### src/rtl/idct_recon_pkg.sv
// Shared constants, bank states and saturate/clip helpers for the IDCT reconstruction path.
package idct_pkg;

  localparam int IN_W  = 25;
  localparam int RES_W = 16;
  localparam int PIX_W = 8;
  localparam int SUM_W = 18;

  localparam int RES_MAX = (1 << (RES_W - 1)) - 1;
  localparam int RES_MIN = -(1 << (RES_W - 1));

  // The IDCT core runs an 8-phase schedule; phase 0 is idle here.
  localparam logic [2:0] PH_IDLE  = 3'd0;
  localparam logic [2:0] PH_FIRST = 3'd1;
  localparam logic [2:0] PH_LAST  = 3'd7;

  typedef enum logic [1:0] {FREE, FILL, FULL, DRAIN} bank_state_e;

  function automatic logic signed [RES_W-1:0] sat_res(input logic signed [IN_W-1:0] x);
    int v;
    v = int'(x);
    if (v > RES_MAX) v = RES_MAX;
    else if (v < RES_MIN) v = RES_MIN;
    return RES_W'(v);
  endfunction

  function automatic logic [PIX_W-1:0] clip_pix(input logic [PIX_W-1:0] pred,
                                                 input logic signed [RES_W-1:0] res);
    logic signed [SUM_W-1:0] s;
    s = $signed({{(SUM_W - PIX_W){1'b0}}, pred}) + $signed({{(SUM_W - RES_W){res[RES_W-1]}}, res});
    if (s[SUM_W-1]) return '0;
    else if (|s[SUM_W-2:PIX_W]) return '1;
    else return s[PIX_W-1:0];
  endfunction

endpackage

### src/rtl/idct_recon_if.sv
// Lane/prediction input bundle and reconstructed-row valid/ready output of idct_recon.
interface idct_recon_if;
  import idct_pkg::*;

  logic                    in_sync;
  logic signed [IN_W-1:0]  in_1;
  logic signed [IN_W-1:0]  in_2;
  logic signed [IN_W-1:0]  in_3;
  logic signed [IN_W-1:0]  in_4;
  logic [16*PIX_W-1:0]     pred_blk;
  logic                    out_valid;
  logic                    out_ready;
  logic [1:0]              out_row;
  logic [4*PIX_W-1:0]      out_pix;
  logic                    out_last;
  logic                    ovf;

  modport master (
    output in_sync, in_1, in_2, in_3, in_4, pred_blk, out_ready,
    input  out_valid, out_row, out_pix, out_last, ovf
  );

  modport slave (
    input  in_sync, in_1, in_2, in_3, in_4, pred_blk, out_ready,
    output out_valid, out_row, out_pix, out_last, ovf
  );
endinterface

### src/rtl/idct_recon_bank.sv
// One 4x4 block store: per-column residual write ports (row-indexed), whole-block prediction
// write, combinational row read. No reset; bank state lives in the parent.
module idct_recon_bank
  import idct_pkg::*;
(
  input  logic                        clk,
  input  logic                        i_pred_we,
  input  logic [16*PIX_W-1:0]         i_pred_blk,
  input  logic [3:0]                  i_res_we,
  input  logic [3:0][1:0]             i_res_row,
  input  logic [3:0][RES_W-1:0]       i_res_dat,
  input  logic [1:0]                  i_rd_row,
  output logic [3:0][RES_W-1:0]       o_rd_res,
  output logic [4*PIX_W-1:0]          o_rd_pred
);

  logic [RES_W-1:0] r_res  [16];
  logic [PIX_W-1:0] r_pred [16];

  always_ff @(posedge clk) begin
    if (i_pred_we) begin
      for (int k = 0; k < 16; k++) r_pred[k] <= i_pred_blk[k*PIX_W +: PIX_W];
    end
    for (int c = 0; c < 4; c++) begin
      if (i_res_we[c]) r_res[{i_res_row[c], 2'(c)}] <= i_res_dat[c];
    end
  end

  always_comb begin
    o_rd_res  = '0;
    o_rd_pred = '0;
    for (int c = 0; c < 4; c++) begin
      o_rd_res[c]                 = r_res[{i_rd_row, 2'(c)}];
      o_rd_pred[c*PIX_W +: PIX_W] = r_pred[{i_rd_row, 2'(c)}];
    end
  end

endmodule

### src/rtl/idct_recon.sv
// Deskews IDCT lanes into a ping-pong block buffer, adds prediction, clips, streams rows.
// First row 8 cycles after in_sync; output held under backpressure, blocks dropped when both banks busy.
module idct_recon
  import idct_pkg::*;
(
  input logic          clk,
  input logic          reset,
  idct_recon_if.slave  bus
);

  logic [2:0]  r_phase;
  logic        r_fill_vld;
  logic        r_fill_bank;
  bank_state_e r_state [2];
  logic        r_older;
  logic        r_out_vld;
  logic [1:0]  r_row;
  logic [4*PIX_W-1:0] r_pix;
  logic        r_last;
  logic        r_dbank;
  logic        r_ovf;

  logic        w_accept, w_sync_err, w_any_free, w_alloc;
  logic [2:0]  w_phase;
  logic        w_fill_vld, w_fill_bank, w_fill_done;
  logic [1:0]  w_pred_we;
  logic signed [IN_W-1:0] w_lane [4];
  logic [3:0]             w_we;
  logic [3:0][1:0]        w_wrow;
  logic [3:0][RES_W-1:0]  w_wdat;
  logic        w_take, w_next_row, w_release, w_any_full, w_pick, w_ld_new, w_ld_bank;
  logic [1:0]  w_ld_row;
  logic [3:0][RES_W-1:0]  w_rd_res  [2];
  logic [4*PIX_W-1:0]     w_rd_pred [2];
  logic [3:0][RES_W-1:0]  w_sel_res;
  logic [4*PIX_W-1:0]     w_sel_pred;
  logic [4*PIX_W-1:0]     w_pix;

  // The in_sync cycle itself is phase 1; r_phase holds the phase of the following cycle.
  assign w_accept    = bus.in_sync && (r_phase == PH_IDLE);
  assign w_sync_err  = bus.in_sync && (r_phase != PH_IDLE);
  assign w_any_free  = (r_state[0] == FREE) || (r_state[1] == FREE);
  assign w_alloc     = (r_state[0] != FREE);
  assign w_phase     = w_accept ? PH_FIRST : r_phase;
  assign w_fill_vld  = w_accept ? w_any_free : r_fill_vld;
  assign w_fill_bank = w_accept ? w_alloc : r_fill_bank;
  assign w_fill_done = w_fill_vld && (w_phase == PH_LAST);

  assign w_lane[0] = bus.in_1;
  assign w_lane[1] = bus.in_2;
  assign w_lane[2] = bus.in_3;
  assign w_lane[3] = bus.in_4;

  // Lane j+1 carries row (phase - j - 1) of column j while that row is 0..3.
  always_comb begin
    logic [3:0] v_d;
    v_d    = '0;
    w_we   = '0;
    w_wrow = '0;
    w_wdat = '0;
    for (int j = 0; j < 4; j++) begin
      v_d       = {1'b0, w_phase} - 4'(j + 1);
      w_we[j]   = w_fill_vld && (w_phase > 3'(j)) && (v_d < 4'd4);
      w_wrow[j] = v_d[1:0];
      w_wdat[j] = sat_res(w_lane[j]);
    end
  end

  for (genvar g = 0; g < 2; g++) begin : g_bank
    assign w_pred_we[g] = w_accept && w_any_free && (w_alloc == 1'(g));

    idct_recon_bank u_bank (
      .clk        (clk),
      .i_pred_we  (w_pred_we[g]),
      .i_pred_blk (bus.pred_blk),
      .i_res_we   (w_we & {4{w_fill_bank == 1'(g)}}),
      .i_res_row  (w_wrow),
      .i_res_dat  (w_wdat),
      .i_rd_row   (w_ld_row),
      .o_rd_res   (w_rd_res[g]),
      .o_rd_pred  (w_rd_pred[g])
    );
  end

  assign w_take     = !r_out_vld || bus.out_ready;
  assign w_next_row = r_out_vld && !r_last;
  assign w_release  = r_out_vld && bus.out_ready && r_last;
  assign w_any_full = (r_state[0] == FULL) || (r_state[1] == FULL);
  assign w_pick     = ((r_state[0] == FULL) && (r_state[1] == FULL)) ? r_older : (r_state[1] == FULL);
  assign w_ld_new   = w_take && !w_next_row && w_any_full;
  assign w_ld_bank  = w_next_row ? r_dbank : w_pick;
  assign w_ld_row   = w_next_row ? r_row + 2'd1 : 2'd0;
  assign w_sel_res  = w_rd_res[w_ld_bank];
  assign w_sel_pred = w_rd_pred[w_ld_bank];

  always_comb begin
    w_pix = '0;
    for (int c = 0; c < 4; c++) begin
      w_pix[c*PIX_W +: PIX_W] = clip_pix(w_sel_pred[c*PIX_W +: PIX_W], w_sel_res[c]);
    end
  end

  always_ff @(posedge clk or negedge reset) begin
    if (!reset) begin
      r_phase     <= PH_IDLE;
      r_fill_vld  <= 1'b0;
      r_fill_bank <= 1'b0;
      r_older     <= 1'b0;
      r_ovf       <= 1'b0;
      for (int b = 0; b < 2; b++) r_state[b] <= FREE;
    end else begin
      r_phase     <= ((w_phase != PH_IDLE) && (w_phase != PH_LAST)) ? w_phase + 3'd1 : PH_IDLE;
      r_fill_vld  <= w_fill_vld && (w_phase != PH_IDLE) && (w_phase != PH_LAST);
      r_fill_bank <= w_fill_bank;
      if (w_sync_err || (w_accept && !w_any_free)) r_ovf <= 1'b1;
      for (int b = 0; b < 2; b++) begin
        if (w_pred_we[b]) begin
          r_state[b] <= FILL;
        end else if (w_fill_done && (w_fill_bank == 1'(b))) begin
          r_state[b] <= FULL;
          // When the other bank already waits FULL it predates this one.
          r_older    <= (r_state[1-b] == FULL) ? 1'(1 - b) : 1'(b);
        end else if (w_ld_new && (w_pick == 1'(b))) begin
          r_state[b] <= DRAIN;
        end else if (w_release && (r_dbank == 1'(b))) begin
          r_state[b] <= FREE;
        end
      end
    end
  end

  always_ff @(posedge clk or negedge reset) begin
    if (!reset) begin
      r_out_vld <= 1'b0;
      r_row     <= 2'd0;
      r_pix     <= '0;
      r_last    <= 1'b0;
      r_dbank   <= 1'b0;
    end else if (w_take) begin
      if (w_next_row || w_any_full) begin
        r_out_vld <= 1'b1;
        r_row     <= w_ld_row;
        r_pix     <= w_pix;
        r_last    <= (w_ld_row == 2'd3);
        r_dbank   <= w_ld_bank;
      end else begin
        r_out_vld <= 1'b0;
      end
    end
  end

  assign bus.out_valid = r_out_vld;
  assign bus.out_row   = r_row;
  assign bus.out_pix   = r_pix;
  assign bus.out_last  = r_last;
  assign bus.ovf       = r_ovf;

endmodule

### src/flat_wrapper.sv
// flat-port wrapper written by rule: the top's interface ports become plain ports
module idct_recon_flat import idct_pkg::*;
  (clk, reset, bus_in_sync, bus_in_1, bus_in_2, bus_in_3, bus_in_4, bus_pred_blk, bus_out_ready, bus_out_valid, bus_out_row, bus_out_pix, bus_out_last, bus_ovf);
  idct_recon_if bus_i ();
  input logic clk;
  input logic reset;
  input wire logic [$bits(bus_i.in_sync)-1:0] bus_in_sync;
  input wire logic [$bits(bus_i.in_1)-1:0] bus_in_1;
  input wire logic [$bits(bus_i.in_2)-1:0] bus_in_2;
  input wire logic [$bits(bus_i.in_3)-1:0] bus_in_3;
  input wire logic [$bits(bus_i.in_4)-1:0] bus_in_4;
  input wire logic [$bits(bus_i.pred_blk)-1:0] bus_pred_blk;
  input wire logic [$bits(bus_i.out_ready)-1:0] bus_out_ready;
  output wire logic [$bits(bus_i.out_valid)-1:0] bus_out_valid;
  output wire logic [$bits(bus_i.out_row)-1:0] bus_out_row;
  output wire logic [$bits(bus_i.out_pix)-1:0] bus_out_pix;
  output wire logic [$bits(bus_i.out_last)-1:0] bus_out_last;
  output wire logic [$bits(bus_i.ovf)-1:0] bus_ovf;
  assign bus_i.in_sync = bus_in_sync;
  assign bus_i.in_1 = bus_in_1;
  assign bus_i.in_2 = bus_in_2;
  assign bus_i.in_3 = bus_in_3;
  assign bus_i.in_4 = bus_in_4;
  assign bus_i.pred_blk = bus_pred_blk;
  assign bus_i.out_ready = bus_out_ready;
  assign bus_out_valid = bus_i.out_valid;
  assign bus_out_row = bus_i.out_row;
  assign bus_out_pix = bus_i.out_pix;
  assign bus_out_last = bus_i.out_last;
  assign bus_ovf = bus_i.ovf;
  idct_recon u_core (.clk(clk), .reset(reset), .bus(bus_i));
endmodule
### config.mk
export PLATFORM = sky130hd
export DESIGN_NAME = idct_recon_flat
export DESIGN_NICKNAME = d
export VERILOG_FILES = /design/src/rtl/idct_recon_pkg.sv /design/src/rtl/idct_recon_if.sv /design/src/rtl/idct_recon_bank.sv /design/src/rtl/idct_recon.sv /design/src/flat_wrapper.sv
export SDC_FILE = /design/constraint.sdc
export NUM_CORES = 1
export LEC_CHECK = 0
export ABC_CLOCK_PERIOD_IN_PS = 13900
export CAP_MARGIN = 20
export CELL_PAD_IN_SITES_DETAIL_PLACEMENT = 0
export CELL_PAD_IN_SITES_GLOBAL_PLACEMENT = 1
export CORE_MARGIN = 1.5
export CORE_UTILIZATION = 45
export CTS_BUF_LIST = sky130_fd_sc_hd__clkbuf_2
export DETAILED_ROUTE_END_ITERATION = 10
export MAX_ROUTING_LAYER = met4
export PLACE_DENSITY_LB_ADDON = 0.1
export SYNTH_ARGS = -nofsm -noshare
export SYNTH_HDL_FRONTEND = slang
export SYNTH_SLANG_ARGS = --single-unit
### constraint.sdc
create_clock -name clk -period 13.9 [get_ports clk]
set_input_delay 3.475 -clock clk [delete_from_list [all_inputs] [get_ports clk]]
set_output_delay 3.475 -clock clk [all_outputs]
set_load 0.005 [all_outputs]
**Yosys cells after proc, flatten, opt, wreduce, memory -nomap -nowiden**

Memories as Yosys holds them, arrays and structs flattened.
Index checks and enable logic that the tools add are counted.

- Bits in registers: 48
- Memory bits (writable): 768
- Bits of input ports: 232
- Output and inout bits: 37
- Logic and storage cells: 171
- Memories kept: 4

Memories:

| memory | depth | bits a word | read ports | clocked after Yosys merged registers in | wr ports | RTL line | text |
|---|---|---|---|---|---|---|---|
| u_core.g_bank[0].u_bank.r_res | 16 | 16 | 4 | 0 | 4 | idct_recon_bank.sv:17 | `logic [RES_W-1:0] r_res [16];` |
| u_core.g_bank[1].u_bank.r_res | 16 | 16 | 4 | 0 | 4 | idct_recon_bank.sv:17 |  |
| u_core.g_bank[0].u_bank.r_pred | 16 | 8 | 4 | 0 | 16 | idct_recon_bank.sv:18 | `logic [PIX_W-1:0] r_pred [16];` |
| u_core.g_bank[1].u_bank.r_pred | 16 | 8 | 4 | 0 | 16 | idct_recon_bank.sv:18 |  |

- $add $sub $neg: 10
- Magnitude comparators: 17
- Equal/unequal tests: 5
- Muxes and demuxes: 64
- Bitwise logic cells: 7
- Reductions and logical operators: 52

Operator list:

| kind | number |
|---|---|
| $mux W64 | 3 |
| $mux W16 | 8 |
| $gt A25 B16 Y1 const B | 4 |
| $lt A25 B16 Y1 const B | 4 |
| $mux W32 | 3 |
| $add A9 B16 Y17 | 4 |
| $mux W8 | 8 |
| $reduce_or A9 Y1 | 4 |
| $mux W1 | 31 |
| $logic_and A1 B1 Y1 | 30 |
| $mux W2 | 9 |
| $lt A4 B3 Y1 const B | 4 |
| $and A4 B4 Y4 | 2 |
| $reduce_bool A4 Y1 | 2 |
| $sub A3 B2 Y4 const B | 2 |
| $eq A2 B2 Y1 const B | 3 |
| $gt A3 B1 Y1 const B | 2 |
| $gt A3 B2 Y1 const B | 2 |
| $mux W3 | 2 |
| $reduce_bool A3 Y1 | 2 |
| $logic_or A1 B1 Y1 | 5 |
| $logic_not A1 Y1 | 4 |
| $logic_not A2 Y1 | 2 |
| $not A1 Y1 | 4 |
| other kinds (11) | 11 |

**Depth between registers and ports, before layout**

Gate-level depths: netlist of the first run.

- Depth after elaboration: 12
- Gate-level depth with buffers: 23
- Gate-level depth less buffers: 16

**By module**

Synthesis of the first run repeated with hierarchy kept, for this count alone.

- Cell total of the unflattened synthesis: 1910
- Area, all modules: 34117.7 µm²

By module, submodules not included:

| module | instances | cells an instance | area an instance (µm²) | seq. area each (µm²) |
|---|---|---|---|---|
| idct_recon_bank | 2 | 518 | 13983.4 | 11531.1 |
| idct_recon | 1 | 874 | 6150.9 | 1201.2 |

**Worst setup path after synthesis of the first run**

OpenSTA, ideal clock, no wires.

- Path type: input-to-reg
- Start point: input port bus_in_sync
- End point: register u_core.r_state[1] (netlist bit)
- Library setup time: 0.521 ns
- Arrival: 13.226 ns
- Data required time: 13.379 ns
- Slack: 0.153 ns
- Stages: 4
- Buffers on the path: 0
- Cells stage by stage: and2_1 > o21ai_0 > nor3_1 > o21ai_0

- Elaborated cells on any way between the ends: 12
- Classes of those cells: eq/ne: 1; mux: 5; reduce/logical: 6

RTL lines:

| element | RTL line | text |
|---|---|---|
| from (decl) | flat_wrapper.sv:7 | `input wire logic [$bits(bus_i.in_sync)-1:0] bus_in_sync;` |
| $logic_and A1 B1 Y1 * | idct_recon.sv:40 | `assign w_accept = bus.in_sync && (r_phase == PH_IDLE);` |
| $logic_and A1 B1 Y1 * (2 in series) | idct_recon.sv:70 | `assign w_pred_we[g] = w_accept && w_any_free && (w_alloc == 1'(g));` |
| net u_core.g_bank[1].u_bank.i_pred_we | idct_recon_bank.sv:7 | `input logic i_pred_we,` |
| $reduce_bool A4 Y1 (no line) or $mux W2 (tied branches) | n/a |  |
| to (signal, indexed assignment) | idct_recon.sv:118 | `r_state[b] <= FILL;` |
| to (signal, indexed assignment) | idct_recon.sv:120 | `r_state[b] <= FULL;` |
| to (signal, indexed assignment) | idct_recon.sv:124 | `r_state[b] <= DRAIN;` |
| to (decl) | idct_recon.sv:14 | `bank_state_e r_state [2];` |

Mark *: on every way through the listed nets, which the timed path passes. The rest lies on a longest branch.
A chain may end at the register's enable or synchronous reset.

**Final worst setup path of the first run**

- Start point: register u_core.r_row[1], in the netlist u_core.bus.out_row[1]
- End point: output port bus_out_row[1]

RTL lines:

| element | RTL line | text |
|---|---|---|
| from (decl) | idct_recon.sv:17 | `logic [1:0] r_row;` |
| from (signal assigned) | idct_recon.sv:142 | `r_row <= w_ld_row;` |
| to (decl) | flat_wrapper.sv:15 | `output wire logic [$bits(bus_i.out_row)-1:0] bus_out_row;` |

No word-level cell between the ends.

==> results.md, run 1 <==
* Via count of the routed design at ~21000
* Syn nets at 2418
* Initial detailed-routing violation count at 1542
* Final cell utilization of the core at roughly 53%
* Static Leak at 13.58 nW
* Aggregate global routing overflow at 0
* Sequential element share of the synthesized area at 70.50%
* All-Layer GR Usage at 23.04%
* Data arrival at the endpoint of the critical path at about 3.0 ns
* Die Y-Extent at 279.6 um
* Worst setup slack for register-to-register paths at between 7 and 8 ns
* Headroom to the max-slew limit at 24.72%
* Clock buffer count from CTS at 204
* TritonCTS clock tree: done
* Final cycle utilization of the critical path at 46.38%
* Maxcap violations at 0
* Worst slack after detailed placement at 6.918 ns
* Vias in the first global route at roughly 22000
* Synthesized instance count at 2138
* Cell area after synthesis at 34420 um2
* Clk sink count at between 800 and 900
* Min Hold Slack at 0.5278 ns
* Final non-filler cell area at 40250 um2
* Share of flip-flops with an asynchronous set or reset after synthesis at 5.882%
* RSZ-0062 raised after global routing: false
* Endpoint type of the worst setup path: output pin
* Flip-flop and latch count after synthesis at 816
* Final Hold Violating Endpoints at 0
* Maximum number of pins on one net before global-route repair at 139
* Worst hold path type: flip-flop to flip-flop
* Power share of the combinational group at 46.2%
* Area growth from synthesis to layout at 16.96%
* Cts-stage hold buffer count at 0
* Worst setup slack after layout at 7.454 ns
* Count of warnings emitted by yosys at 0
* Horiz. Die Dim at 279.6 um
* Die outline area at between 70000 and 80000 um2
* Number of enable-type register cells in the synthesized netlist at 768
* Portion of total power attributed to the clock network at 18.3%
* Net count of the finished layout at ~2800
* Proportion of power drawn by flip-flops and latches at a little over a third
* Area share of the leading cell type in the synthesized netlist at between 60% and 70%
* Fmax at ~160 MHz
* Global-route wire length before repair at 130400 um
* Areal power density over the cells at 211.3 nW/um2
* Total negative slack at 0 ns
* Critical path required time at roughly 10 ns
* Cell type with the largest total area after synthesis: sky130_fd_sc_hd__edfxtp_1
* CP max FO at 64
* Dpl cell area at between 30000 and 40000 um2
* Initial standard-cell utilization of the core at 45.39%
* Port buffer count at 268
* Clock latency on the worst-skew pair at 1.38 ns
* Most common flop cell mapped by yosys: sky130_fd_sc_hd__edfxtp_1
* Gpl congestion at 0.8209
* Count of TritonRoute iterations in the first routing pass at 5
* Layout filler cell count at 6351
* Number of setup buffers added after CTS at 0
* Max Clock Skew at between 0.1 and 0.15 ns
* Number of max-slew violations in the final report at 0
* Initial antenna violation count at 1
* Clock slew at reported path FFs at 0.10 ns
* Worst setup SP type: flip-flop
* Buffer depth of the longest clock path at 3
* Number of remaining DRC errors at 0
* Average wire length per cell after detail routing at 23.69 um
* Tmin final at 6.446 ns
* Top cells by area in the synthesized netlist: sky130_fd_sc_hd__edfxtp_1 67%, sky130_fd_sc_hd__mux4_2 5.1%, sky130_fd_sc_hd__dfrtp_1 3.5%, sky130_fd_sc_hd__a221oi_1 3.4%, sky130_fd_sc_hd__nand2_1 1.7%
* Result of the run: complete, no violations
* Number of nets with antenna violations after routing at 0
* Mean instance size in the synthesized netlist at ~16 um2
* Number of top-level design ports at 269
* DR vias/cell at between 5 and 6
* Core area at ~76000 um2
* Overall routed net length at a little under 90000 um
* Transition time of the tightest slew-check pin at 1.126 ns
* Power spent charging and discharging nets at 3.406 mW
* Number of distinct library cells after synthesis at between 90 and 100
* CTS Root Cell: sky130_fd_sc_hd__clkbuf_2
* Fraction of power spent switching nets at between 40% and 50%
* Start-to-end type of the worst setup path: flip-flop to output pin
* Share of final-layout standard cells stronger than drive strength 1 at 19.39%
* Maximum resistive drop on vdd at 0.1503 mV
* Number of standard-cell rows in the floorplan at 101
* CTS resizes at 0
* Final number of setup-violating endpoints at 0
* H-tree depth reported by CTS at 4
* Dpl hpwl at 53810 um
* Pint at 5.100 mW
routing by layer:
| layer | global-route usage [%] | share of wire [%] |
|---|---|---|
| met3 | 4.696 | 5.4 |
| met5 | - | 0 |
| met4 | 9.092 | 2.8 |
| met1 | 27.89 | 41 |
| met2 | 38.03 | 51 |
synth_stat cells (all sizes together) (7+ instances only):
| library cell | number |
|---|---|
| a211o | 7 |
| a211oi | 14 |
| a21o | 71 |
| a21oi | 43 |
| a221o | 11 |
| a221oi | 132 |
| a311oi | 7 |
| a31oi | 14 |
| a32oi | 15 |
| and2 | 15 |
| and3 | 11 |
| buf | 61 |
| clkbuf | 77 |
| dfrtp | 48 |
| edfxtp | 768 |
| ha | 44 |
| inv | 19 |
| mux2 | 9 |
| mux2i | 54 |
| mux4 | 78 |
| nand2 | 153 |
| nand2b | 19 |
| nand3 | 24 |
| nand4 | 10 |
| nor2 | 76 |
| nor2b | 16 |
| nor3 | 45 |
| nor4 | 8 |
| nor4b | 9 |
| o211ai | 10 |
| o21a | 8 |
| o21ai | 44 |
| o221a | 9 |
| o22ai | 12 |
| o31ai | 74 |
| or3 | 14 |
| or4b | 9 |
| xnor2 | 15 |
| xor2 | 7 |
logic make-up (layout without fill, tap and decap cells):
group | count (synthesis) | in the layout | synth area share, %
DFF | 816 | 816 | 70.50
AOI/OAI and AO/OA | 519 | 519 | 11.79
and+or+nand+nor | 435 | 435 | 6.326
buffers and inverters | 157 | 701 | 1.989
muxes | 141 | 141 | 7.005
adders and majority gates | 48 | 48 | 1.832
xor gates and xnor gates | 22 | 22 | 0.5599
other | 0 | 3 | 0
power by group through the flow:
stage                     registers (mW)  clock network, mW  logic [mW]
after floorplan                     3.07                  0        2.71
after CTS                           3.02               1.62        3.96
after global routing                3.04               1.74        4.31
after global placement              3.07                  0        3.88
after detailed placement            3.07                  0        3.93
final                               3.02               1.56        3.93
area by class of cell:
type / count / area [um2] / area share, %
clock buffer: 294 / 1471 / 3.655
clock inverter: 66 / 362.8 / 0.9014
antenna: 3 / 7.507 / 0.01865
timing repair buffer: 322 / 3157 / 7.842
tap: 978 / 1224 / 3.040
sequential: 816 / 24270 / 60.28
multi-input combinational: 1165 / 9688 / 24.07
inverter: 19 / 76.32 / 0.1896
worst max-delay path, stage by stage, from the launching register on:
cell and delay [ns]:
sky130_fd_sc_hd__dfrtp_2 0.35, sky130_fd_sc_hd__buf_4 0.61, sky130_fd_sc_hd__clkdlybuf4s50_1 0.64
cells in the final DEF, fill, tap and decap left out, types with 13 or more instances in the layout:
| cell type | count |
|---|---|
| sky130_fd_sc_hd__clkinv_1 | 45 |
| sky130_fd_sc_hd__a31oi_1 | 13 |
| sky130_fd_sc_hd__a32oi_1 | 15 |
| sky130_fd_sc_hd__a211oi_1 | 13 |
| sky130_fd_sc_hd__buf_4 | 47 |
| sky130_fd_sc_hd__a21oi_1 | 39 |
| sky130_fd_sc_hd__clkdlybuf4s50_1 | 267 |
| sky130_fd_sc_hd__edfxtp_1 | 768 |
| sky130_fd_sc_hd__o31ai_1 | 67 |
| sky130_fd_sc_hd__a221oi_1 | 132 |
| sky130_fd_sc_hd__xnor2_1 | 15 |
| sky130_fd_sc_hd__o21ai_0 | 42 |
| sky130_fd_sc_hd__clkbuf_2 | 294 |
| sky130_fd_sc_hd__nand2_1 | 152 |
| sky130_fd_sc_hd__nor3_1 | 27 |
| sky130_fd_sc_hd__nand2b_1 | 19 |
| sky130_fd_sc_hd__ha_1 | 44 |
| sky130_fd_sc_hd__and2_1 | 15 |
| sky130_fd_sc_hd__mux2i_1 | 53 |
| sky130_fd_sc_hd__nand3_1 | 24 |
| sky130_fd_sc_hd__nor2b_1 | 16 |
| sky130_fd_sc_hd__a21o_1 | 71 |
| sky130_fd_sc_hd__nor2_1 | 75 |
| sky130_fd_sc_hd__inv_1 | 17 |
| sky130_fd_sc_hd__or3_1 | 14 |
| sky130_fd_sc_hd__dfrtp_1 | 46 |
| sky130_fd_sc_hd__nor3_2 | 13 |
| sky130_fd_sc_hd__mux4_2 | 78 |
registers in the layout, summed over array words and instances, names as in the netlist:
signal                       count
u_core.r_phase                   3
u_core.bus.out_row               2
u_core.r_state                   4
u_core.bus.ovf                   1
u_core.r_dbank                   1
u_core.g_bank.u_bank.r_pred    256
u_core.g_bank.u_bank.r_res     512
u_core.bus.out_last              1
u_core.r_older                   1
u_core.bus.out_valid             1
u_core.r_fill_vld                1
u_core.bus.out_pix              32
u_core.r_fill_bank               1
path summary, 6_finish.rpt:
path | from | to | cells after the start
worst min-delay path | u_core.bus.out_pix[20] | u_core.bus.out_pix[20] | 1
min in group asynchronous | reset | u_core.bus.out_pix[29] | 2
worst max-delay path | u_core.bus.out_row[1] | bus_out_row[1] | 2
max in group asynchronous | reset | u_core.bus.out_row[1] | 2
worst max register to register | u_core.bus.out_last | u_core.bus.out_pix[0] | 19
worst min register to register | u_core.bus.out_pix[20] | u_core.bus.out_pix[20] | 1
through the flow:
stage	cells	power (mW)
6_report	3663	8.506
5_1_grt	3662	9.085
4_1_cts	3657	8.597
3_5_place_dp	3297	7.005
3_3_place_gp	3296	6.947
2_1_floorplan	2138	5.774
(Power assumes the default switching activity.)
==> run 2, diff against run 1 <==
ABC_CLOCK_PERIOD_IN_PS = 6000   (was 13900)
clock period = 6 ns   (was 13.9 ns; I/O delays follow)
==> run 2 against run 1 <==
Effect of this change:
- sequential power rose by 130%
- cell count rose by 1.5%
- global-route usage rose by 0.99 points
- clock power rose to 2.5 times the previous value
- via count rose by 2.4%
- sequential share of layout area fell by 0.85 points
- worst setup slack got worse by 6.7 ns
==> results.md, run 2 (synthesis gave the netlist of run 1 again) <==
* Result of the run: complete, no violations
* Max Clock Skew at 0.1280 ns
* Gpl congestion at 0.8318
* Average wire length per cell after detail routing at 24.35 um
* Number of standard-cell rows in the floorplan at 101
* Number of flip-flops under the largest register name at 512
* Clock buffer count from CTS at a little over 200
* Number of max-slew violations in the final report at 0
* Worst setup slack for register-to-register paths at around 0.74 ns
* Most frequent cells in the layout: 768 x sky130_fd_sc_hd__edfxtp_1, 278 x sky130_fd_sc_hd__clkbuf_2, 267 x sky130_fd_sc_hd__clkdlybuf4s50_1
* CP max FO at 52
* R2r worst-path depth at 14
* Number of remaining DRC errors at 0
* Clk sink count at 816
* Dpl hpwl at 56510 um
* Reg-to-reg critical path endpoint: u_core.bus.out_pix[15]
* CTS resizes at 0
* Number of nets with antenna violations after routing at 0
* Initial detailed-routing violation count at between 1500 and 2000
* Endpoint type of the worst setup path: flip-flop
* Proportion of power drawn by flip-flops and latches at between 30 and 40%
* Die outline area at 78150 um2
* Port buffer count at 268
* Number of non-filler instances in the completed layout at 3717
* Headroom to the max-slew limit at around 26%
* Power share of the combinational group at 46.0%
* Via count of the routed design at 21640
* Share of final-layout standard cells stronger than drive strength 1 at 20.61%
* Clock latency on the worst-skew pair at between 1 and 1.5 ns
* Portion of total power attributed to the clock network at around a fifth
* Data arrival at the endpoint of the critical path at 6.55 ns
* Worst hold path type: input pin to asynchronous set/reset pin
* Total negative slack at 0 ns
* Number of top-level design ports at around 270
* Critical R2R Launch: u_core.bus.out_valid
* Pint at 12.25 mW
* Transition time of the tightest slew-check pin at around 1.1 ns
* Area growth from synthesis to layout at 18.63%
* Final number of setup-violating endpoints at 0
* Net count of the finished layout at 2848
* Horiz. Die Dim at 279.6 um
* Cts-stage hold buffer count at 0
* Areal power density over the cells at 496.8 nW/um2
* Aggregate global routing overflow at 0
* Initial standard-cell utilization of the core at a little under half
* Overall routed net length at about 90000 um
* RSZ-0062 raised after global routing: false
* Maximum number of pins on one net before global-route repair at 89
* All-Layer GR Usage at approximately 24%
* Tmin final at about 5.3 ns
* Fraction of power spent switching nets at 39.60%
* DR vias/cell at 5.822
* Critical path required time at around 7.3 ns
* Maxcap violations at 0
* Vias in the first global route at 22660
* TritonCTS clock tree: done
* Count of TritonRoute iterations in the first routing pass at 7
* Die Y-Extent at 279.6 um
* CTS Root Cell: sky130_fd_sc_hd__clkbuf_2
* Start-to-end type of the worst setup path: flip-flop to flip-flop
* Maximum resistive drop on vdd at around 0.29 mV
* Placed Cells incl. Taps at about 3300
* Buffer depth of the longest clock path at 3
* Core area at between 70000 and 80000 um2
* Clock slew at reported path FFs at 0.12 ns
* Initial antenna violation count at 2
* Final cycle utilization of the critical path at 87.71%
* Final Hold Violating Endpoints at 0
* Power spent charging and discharging nets at 8.032 mW
* Most frequent standard cell in the layout excluding fill and tap cells: sky130_fd_sc_hd__edfxtp_1
* Static Leak at 13.89 nW
* Worst setup SP type: flip-flop
* Global-route wire length before repair at 135900 um
* Fmax at 190.0 MHz
* Number of setup buffers added after CTS at 0
* H-tree depth reported by CTS at 4
run 2: cell count changes in the layout (fill, tap and decap cells not counted), moves of 4 or more:
cell,delta
sky130_fd_sc_hd__buf_4,+35
sky130_fd_sc_hd__clkbuf_2,-16
sky130_fd_sc_hd__clkinv_2,+14
sky130_fd_sc_hd__clkinv_1,+10
sky130_fd_sc_hd__buf_12,+9
sky130_fd_sc_hd__inv_2,+9
sky130_fd_sc_hd__bufinv_16,+7
sky130_fd_sc_hd__clkinv_4,-4
sky130_fd_sc_hd__clkinvlp_4,-4
run 2: worst max path at each step:
stage	startpoint	end	cells after the start
6_report	u_core.bus.out_valid	u_core.bus.out_pix[15]	14
3_5_place_dp	u_core.bus.out_valid	u_core.bus.out_pix[9]	14
4_1_cts	u_core.bus.out_valid	u_core.bus.out_pix[12]	14
3_3_place_gp	u_core.bus.out_valid	u_core.bus.out_pix[12]	14
5_1_grt	u_core.bus.out_valid	u_core.bus.out_pix[8]	14
2_1_floorplan	bus_in_sync	u_core.r_state[1]	4
run 2: layout make-up:
type | count | area (um2)
Clock buffer | 278 | 1391
Clock inverter | 96 | 631.9
Sequential cell | 816 | 24270
Timing Repair Buffer | 363 | 3553
Tap cell | 978 | 1224
Antenna cell | 2 | 5.005
Inverter | 19 | 76.32
Fill cell | 6330 | 34990
Multi-Input combinational cell | 1165 | 9682
run 2: worst max-delay path: stages, from the launching register on:
cell and delay, ns:
sky130_fd_sc_hd__dfrtp_1 0.39, sky130_fd_sc_hd__buf_4 0.22, sky130_fd_sc_hd__or3b_4 0.92, sky130_fd_sc_hd__a221oi_1 0.23
sky130_fd_sc_hd__o31ai_1 0.84, sky130_fd_sc_hd__fa_1 0.35, sky130_fd_sc_hd__a21oi_1 0.11, sky130_fd_sc_hd__o211ai_1 0.25
sky130_fd_sc_hd__a31o_2 0.22, sky130_fd_sc_hd__o2111ai_1 0.10, sky130_fd_sc_hd__or4b_1 0.54, sky130_fd_sc_hd__o21bai_2 0.39
sky130_fd_sc_hd__nand2_1 0.16, sky130_fd_sc_hd__a21oi_2 0.30, sky130_fd_sc_hd__or3_1 0.16
run 2: layer usage:
layer / vias up / global-route usage [%] / part of all wire [%]
met5: - / - / 0
met4: 0 / 7.179 / 1.7
met3: 119 / 4.487 / 5.0
met2: 662 / 39.72 / 51
met1: 11110 / 30.28 / 42
li1: 9752 / - / -
run 2: power by group through the flow:
stage               logic [mW]  clock network, mW  registers, mW
CTS                       9.38               4.06           7.02
detailed placement        9.34                  0           7.15
global route              10.2               4.32           7.06
global placement          9.22                  0           7.14
floorplan                 6.27                  0           7.09
finish                    9.34               3.93           7.02
run 2: per-stage QoR:
stage / utilization (%) / power [mW] / instance area, um2 / hold slack [ns] / setup WS [ns]
after global routing: 53.85 / 21.60 / 40830 / 0.1943 / 0.4386
after floorplan: - / 13.36 / 34430 / 0.4641 / 0.5024
after detailed placement: 51.17 / 16.49 / 38800 / 0.5071 / 0.8114
final: 53.85 / 20.28 / 40830 / 0.2482 / 0.7374
after CTS: 53.84 / 20.46 / 40820 / 0.09639 / 0.8320
after global placement: 51.17 / 16.36 / 38800 / 0.5124 / 0.9701
==> run 3, diff against run 2 <==
GPL_TIMING_DRIVEN = 1   (was default)
==> results of run 3 <==
The final DEF is identical to that of run 2; final timing and power are the same.
